$ cat config.mk
export PLATFORM = sky130hd
export DESIGN_NAME = logic_result_fifo
export DESIGN_NICKNAME = d
export VERILOG_FILES = /design/src/rtl/logic_result_fifo.sv
export SDC_FILE = /design/constraint.sdc
export NUM_CORES = 1
export LEC_CHECK = 0
export CAP_MARGIN = 20
export CORE_ASPECT_RATIO = 1.5
export CORE_MARGIN = 2
export CORE_UTILIZATION = 58
export DETAILED_ROUTE_END_ITERATION = 7
export PLACE_DENSITY = 0.84
export SYNTH_ARGS = -nofsm -noshare
export SYNTH_HDL_FRONTEND = slang
export SYNTH_SLANG_ARGS = --single-unit
$ cat constraint.sdc
create_clock -name clk -period 4.03 [get_ports clk]
set_input_delay 0.403 -clock clk [delete_from_list [all_inputs] [get_ports clk]]
set_output_delay 0.403 -clock clk [all_outputs]
set_load 0.01 [all_outputs]
$ cat src/rtl/logic_result_fifo.sv
// Circular first-word-fall-through FIFO capturing logic-stage result words, with a saturating sample counter.
// Optional LOGIC_RESULT_FIFO_DEDUP_EN: drop pushes that repeat the last written word, counted on dup_cnt.
module logic_result_fifo #(
    parameter int DATA_W = 4,
    parameter int DEPTH  = 8,
    parameter int CNT_W  = 16
) (
    input  logic                         clk,
    input  logic                         rst_n,
    input  logic                         in_valid,
    output logic                         in_ready,
    input  logic [DATA_W-1:0]            in_data,
    output logic                         out_valid,
    input  logic                         out_ready,
    output logic [DATA_W-1:0]            out_data,
    output logic [$clog2(DEPTH+1)-1:0]   level,
    output logic                         full,
    output logic                         empty,
    output logic [CNT_W-1:0]             sample_cnt
`ifdef LOGIC_RESULT_FIFO_DEDUP_EN
    ,
    output logic [CNT_W-1:0]             dup_cnt
`endif
);
    localparam int PTR_W = $clog2(DEPTH);
    localparam int LVL_W = $clog2(DEPTH+1);

    logic [DATA_W-1:0] mem [DEPTH];
    logic [PTR_W-1:0]  wr_ptr, rd_ptr;
    logic              push, pop, wr_en;

    function automatic logic [PTR_W-1:0] next_ptr(input logic [PTR_W-1:0] p);
        return (p == PTR_W'(DEPTH-1)) ? '0 : p + 1'b1;
    endfunction

    assign full      = (level == LVL_W'(DEPTH));
    assign empty     = (level == '0);
    assign in_ready  = !full;
    assign out_valid = !empty;
    assign out_data  = empty ? '0 : mem[rd_ptr];
    assign push      = in_valid && in_ready;
    assign pop       = out_valid && out_ready;

`ifdef LOGIC_RESULT_FIFO_DEDUP_EN
    logic [DATA_W-1:0] last_data;
    logic              last_vld;
    logic              dup;

    // last_vld keeps the first push after reset from matching stale last_data
    assign dup   = last_vld && (in_data == last_data);
    assign wr_en = push && !dup;

    always_ff @(posedge clk or negedge rst_n) begin
        if (!rst_n) begin
            last_data <= '0;
            last_vld  <= 1'b0;
            dup_cnt   <= '0;
        end else if (push) begin
            if (dup) begin
                if (!(&dup_cnt)) dup_cnt <= dup_cnt + 1'b1;
            end else begin
                last_data <= in_data;
                last_vld  <= 1'b1;
            end
        end
    end
`else
    assign wr_en = push;
`endif

    always_ff @(posedge clk) begin
        if (wr_en) mem[wr_ptr] <= in_data;
    end

    always_ff @(posedge clk or negedge rst_n) begin
        if (!rst_n) begin
            wr_ptr     <= '0;
            rd_ptr     <= '0;
            level      <= '0;
            sample_cnt <= '0;
        end else begin
            if (wr_en) wr_ptr <= next_ptr(wr_ptr);
            if (pop)   rd_ptr <= next_ptr(rd_ptr);
            case ({wr_en, pop})
                2'b10:   level <= level + 1'b1;
                2'b01:   level <= level - 1'b1;
                default: level <= level;
            endcase
            if (push && !(&sample_cnt)) sample_cnt <= sample_cnt + 1'b1;
        end
    end
endmodule

# After elaboration in Yosys (flattened, before gate mapping)
# Memory sizes are Yosys's and may differ from the RTL's.
# Index checks and enable logic that the tools add are counted.
# word_totals
register_bits	26
latch_bits	0
mem_bits_rw	32
mem_bits_ro	0
input_bits	8
out_inout_bits	28
elab_cells	30
mem_count	1
# classes
n_addsub	5
multipliers	0
div	0
order_cmp	0
eq_ne	5
shifts	0
mux	6
bitwise_logic	0
reduce_logical	9
# mem_list
memory	depth	width	read_ports	rd_clocked_by_memory_dff	wr	line	text
mem	8	4	1	0	1	28	logic [DATA_W-1:0] mem [DEPTH];
# ops
cell	count
$add 16x1->16 const B	1
$reduce_and 16->1	1
$pmux 4 s2	1
$add 3x1->3 const B	2
$eq 3x3->1 const B	2
$mux 3	2
$add 4x1->4 const B	1
$eq 4x4->1 const B	1
$logic_not 4->1	1
$mux 4	1
$sub 4x1->4 const B	1
$logic_and 1x1->1	3
$logic_not 1->1	3
$eq 2x1->1 const B	1
$eq 2x2->1 const B	1
$mux 1	2
$reduce_bool 2->1	1

# Logic depth before layout (Yosys ltp)
# depth
depth_word	5
mapped_depth	11
mapped_depth_nobuf	10

# Least setup slack after synthesis
# No wires, ideal clock.
# synth_path
kind	flip-flop to flip-flop
startpoint	register level[1]
endpoint	register level[2]
setup_ns	0.129
arrival_ns	2.363
t_required_ns	3.901
slack_ns	1.538
path_stages_with_launch	11
n_path_buf	0
period_less_slack_ns	2.492
cell_sequence	dfrtp_1 -> or4_1 -> nand2_1 -> inv_1 -> ha_1 -> xor2_1 -> ha_1 -> a21oi_1 -> xor2_1 -> nor2_1 -> xor2_1
# synth_via
elab_chain_len	5
word_cells_on_any_way	12
classes_between	add/sub: 2; eq/ne: 3; mux: 1; reduce/logical: 6
# synth_lines
item	line	text
start, declared	16	output logic [$clog2(DEPTH+1)-1:0] level,
start signal, assigned	85	2'b10: level <= level + 1'b1;
start signal, assigned	86	2'b01: level <= level - 1'b1;
start signal, assigned	87	default: level <= level;
$logic_not 4->1 *	37	assign empty = (level == '0);
$logic_not 1->1 *	39	assign out_valid = !empty;
via out_valid	13	output logic out_valid,
$logic_and 1x1->1 *	42	assign pop = out_valid && out_ready;
via pop	30	logic push, pop, wr_en;
$eq 2x1->1 or $eq 2x2->1 (tied branches)	84	case ({wr_en, pop})
$pmux 4 s2 or $reduce_bool 2->1 (tied branches)	n/a	
# Mark *: on every way through the listed nets, which the timed path passes. The rest lies on a longest branch.
# A chain may end at the register's enable or synchronous reset.

# Worst setup path after layout
# layout_path
startpoint	register rd_ptr[0]
endpoint	output port out_data[1]
# layout_via
elab_chain_len	2
# layout_lines
item	line	text
start, declared	29	logic [PTR_W-1:0] wr_ptr, rd_ptr;
start signal, assigned	83	if (pop) rd_ptr <= next_ptr(rd_ptr);
$mem_v2 8x4	n/a	
$mux 4	40	assign out_data = empty ? '0 : mem[rd_ptr];
end, declared	15	output logic [DATA_W-1:0] out_data,
# No other way between the ends.

==> run summary <==
status = finished clean
CTS resizes = 0
GPL Wtd Cong = 0.7981
Mapped Cells = 178
Simple-Gate Fraction of Synth Area = 0.1415
Crit Path Class = flip-flop to primary output
Clock Sinks = 58
commonest non-fill, non-tap cells in the layout = clkdlybuf4s50_1, edfxtp_1, dfrtp_1
fraction of layout cells with a size suffix above 1 = 0.1644
Primary FF master, synth = edfxtp_1
H-tree levels = 3
antenna fix cells = 0
Seq/Total Area, Yosys = 0.5993
r2r setup slk = 1250 ps
clock edge transition at the registers on the reported setup and hold paths = 70 ps
Synth Area per Inst = 15.11 µm²
Tcrit/Tclk final = 0.6988
Vias = 1,646
antenna violations before repair = 0
Post-Layout Cell Count = 273
vias in the first global route = 1,780
CTS tree = built
post-route minimum period = 2816 ps
Post-synth EDFFs = 32
final wirelength = 5157 µm
die height = 87.39 µm
FF+latch count, synth = 58
Post-synth ARST share = 0.4483
worst r2r dst = level[2]
pwr/cell area = 688.0 nW/µm²
initial DRC count = 54
fmax = 0.3551 GHz
Pleak = 0.001330 µW
DRC Markers = 0
Slew Viols, Final = 0
post-synth top area cell = edfxtp_1
Worst Path Max Fanout = 11
crit path capture type = primary output
Post-Place Cells = 256
Crit path required time = 3630 ps
synth top area cells = edfxtp_1, dfrtp_1, mux4_2
CTS hold repair buffers = 0
DP HPWL = 3731 µm
Synth top area share = 0.3574
Port Buf Inserts = 35
Initial Utilization = 0.5969
pin count of the biggest net entering global routing = 22
clock skew = 5.805 ps
largest family of logic cells by synthesized area = simple AND/OR/NAND/NOR gates
r2r worst-path depth = 9
Final nets = 236
Synth-to-Final Area Change = 22.24%
Hold Path Class = primary input to asynchronous set/reset pin
Worst Tran Pin Value = 941.3 ps
GR Overflow Total = 0
ANT nets after route = 0
xor/xnor cell area share of the yosys netlist = 0.06515
die area = 5208 µm²
Die Wd = 59.60 µm
IO Pins = 36
wire per inst = 18.89 µm
maxcap violations = 0
Pre-antenna DRT Iters = 4
Fillers = 306
setup tns final = 0 ps
CTS Root Cell = clkbuf_8
Longest Clk Path Bufs = 2
Vias per Instance = 6.029
core area = 4504 µm²
row count = 30
reg-to-reg critical path startpoint = level[1]
Arrival @ worst endpoint = 2410 ps
Synth Area in Adders = 0.03723
clock latency at the later pin of the worst-skew pair = 330 ps
Total GRT Usage = 0.2292
Worst setup SP type = flip-flop
mux contribution to synthesized area = 0.1084
Final setup viols = 0
final hold violations = 0
synthesized area = 2689 µm²
Syn Nets = 194
RSZ-0062 raised after global routing = no
Syn. warnings = 0
Yosys cell types = 45
worst vdd ir = 0.3840 mV
Rel. slew slack = 0.3667
commonest non-fill, non-tap cell in the layout = clkdlybuf4s50_1
first-pass GRT wire length = 8549 µm
Power, Total = 2261 µW
complex-gate fraction of the synthesized area = 0.02792
total CTS buffers = 9
Post CTS Setup Buffer Count = 0
==> metrics by stage <==
| stage | hold slack, ps | util | setup slack (ps) | cell area, µm² |
|---|---|---|---|---|
| after floorplan | 107.4 | - | 1538 | 2689 |
| after global placement | 493.3 | 0.6800 | 1496 | 3063 |
| after detailed placement | 497.8 | 0.6800 | 1278 | 3063 |
| after CTS | 508.1 | 0.7264 | 1153 | 3272 |
| after global routing | 388.6 | 0.7297 | 1092 | 3287 |
| final | 372.0 | 0.7297 | 1214 | 3287 |
==> per-layer routing <==
layer  share of wire  GRT usage  vias up  wire, µm
met4           0.023    0.09495        0       120
met3           0.047    0.07281       12       243
li1                -          -      760         -
met2            0.56     0.3996       53      2912
met5               0          0        -         0
met1            0.36     0.2515      821      1881
==> sequential cells by signal, summed over array words and instances (netlist names) <==
| name | count |
|---|---|
| rd_ptr | 3 |
| wr_ptr | 3 |
| mem | 32 |
| sample_cnt | 16 |
| level | 4 |
==> cell usage after synthesis (2+ instances only) <==
cell type and instances:
nor3b_1 3, nand4_1 3, a2111oi_2 2, xnor2_1 2
xor2_1 18, nor2_1 9, inv_1 3, mux2i_1 4
buf_2 2, mux2_2 3, nor3_1 9, a21o_1 2
clkbuf_1 2, mux4_2 8, nor4_1 3, nand2_1 6
dfrtp_1 26, ha_1 8, and3_1 2, mux2_1 2
edfxtp_1 32, nand2b_1 2, a21oi_1 2, nor4b_1 2
nand3_1 3
==> where the power goes <==
part | leakage [µW] | switching [µW] | internal, µW
clock | 0.000104 | 220 | 344
combinational | 0.000606 | 315 | 433
sequential | 0.000620 | 184 | 766
==> worst max-delay path, stage by stage, from the launching register on <==
cell and delay (ps):
dfrtp_1 710, mux4_2 580, mux2i_1 220, nor2_1 70
clkdlybuf4s50_1 490
==> area by class of cell <==
class                      count  area, µm²  share of cell area
clock inverter                 6      81.33             0.02474
multi-input combinational    111       1022              0.3110
sequential                    58       1612              0.4903
timing repair buffer          37      372.9              0.1134
clock buffer                  10      127.6             0.03883
tap                           48      60.06             0.01827
inverter                       3      11.26            0.003426
==> logic make-up (layout without fill, tap and decap cells) <==
| group | Yosys count | after routing |
|---|---|---|
| xor gates and xnor gates | 20 | 20 |
| AOI/OAI and AO/OA | 9 | 9 |
| buffers and inverters | 9 | 56 |
| DFF | 58 | 58 |
| and+or+nand+nor | 56 | 56 |
| adders and majority gates | 8 | 8 |
| muxes | 18 | 18 |
==> worst max path at each step <==
stage | from | end | slack, ps | cells after the start
final | rd_ptr[0] | out_data[1] | 1210 | 4
after global routing | level[1] | level[2] | 1090 | 9
after CTS | rd_ptr[0] | out_data[1] | 1150 | 4
after detailed placement | level[1] | level[2] | 1280 | 9
after global placement | level[1] | level[2] | 1500 | 9
after floorplan | level[1] | level[2] | 1540 | 10
No activity file was read; power rests on OpenSTA's default activity.
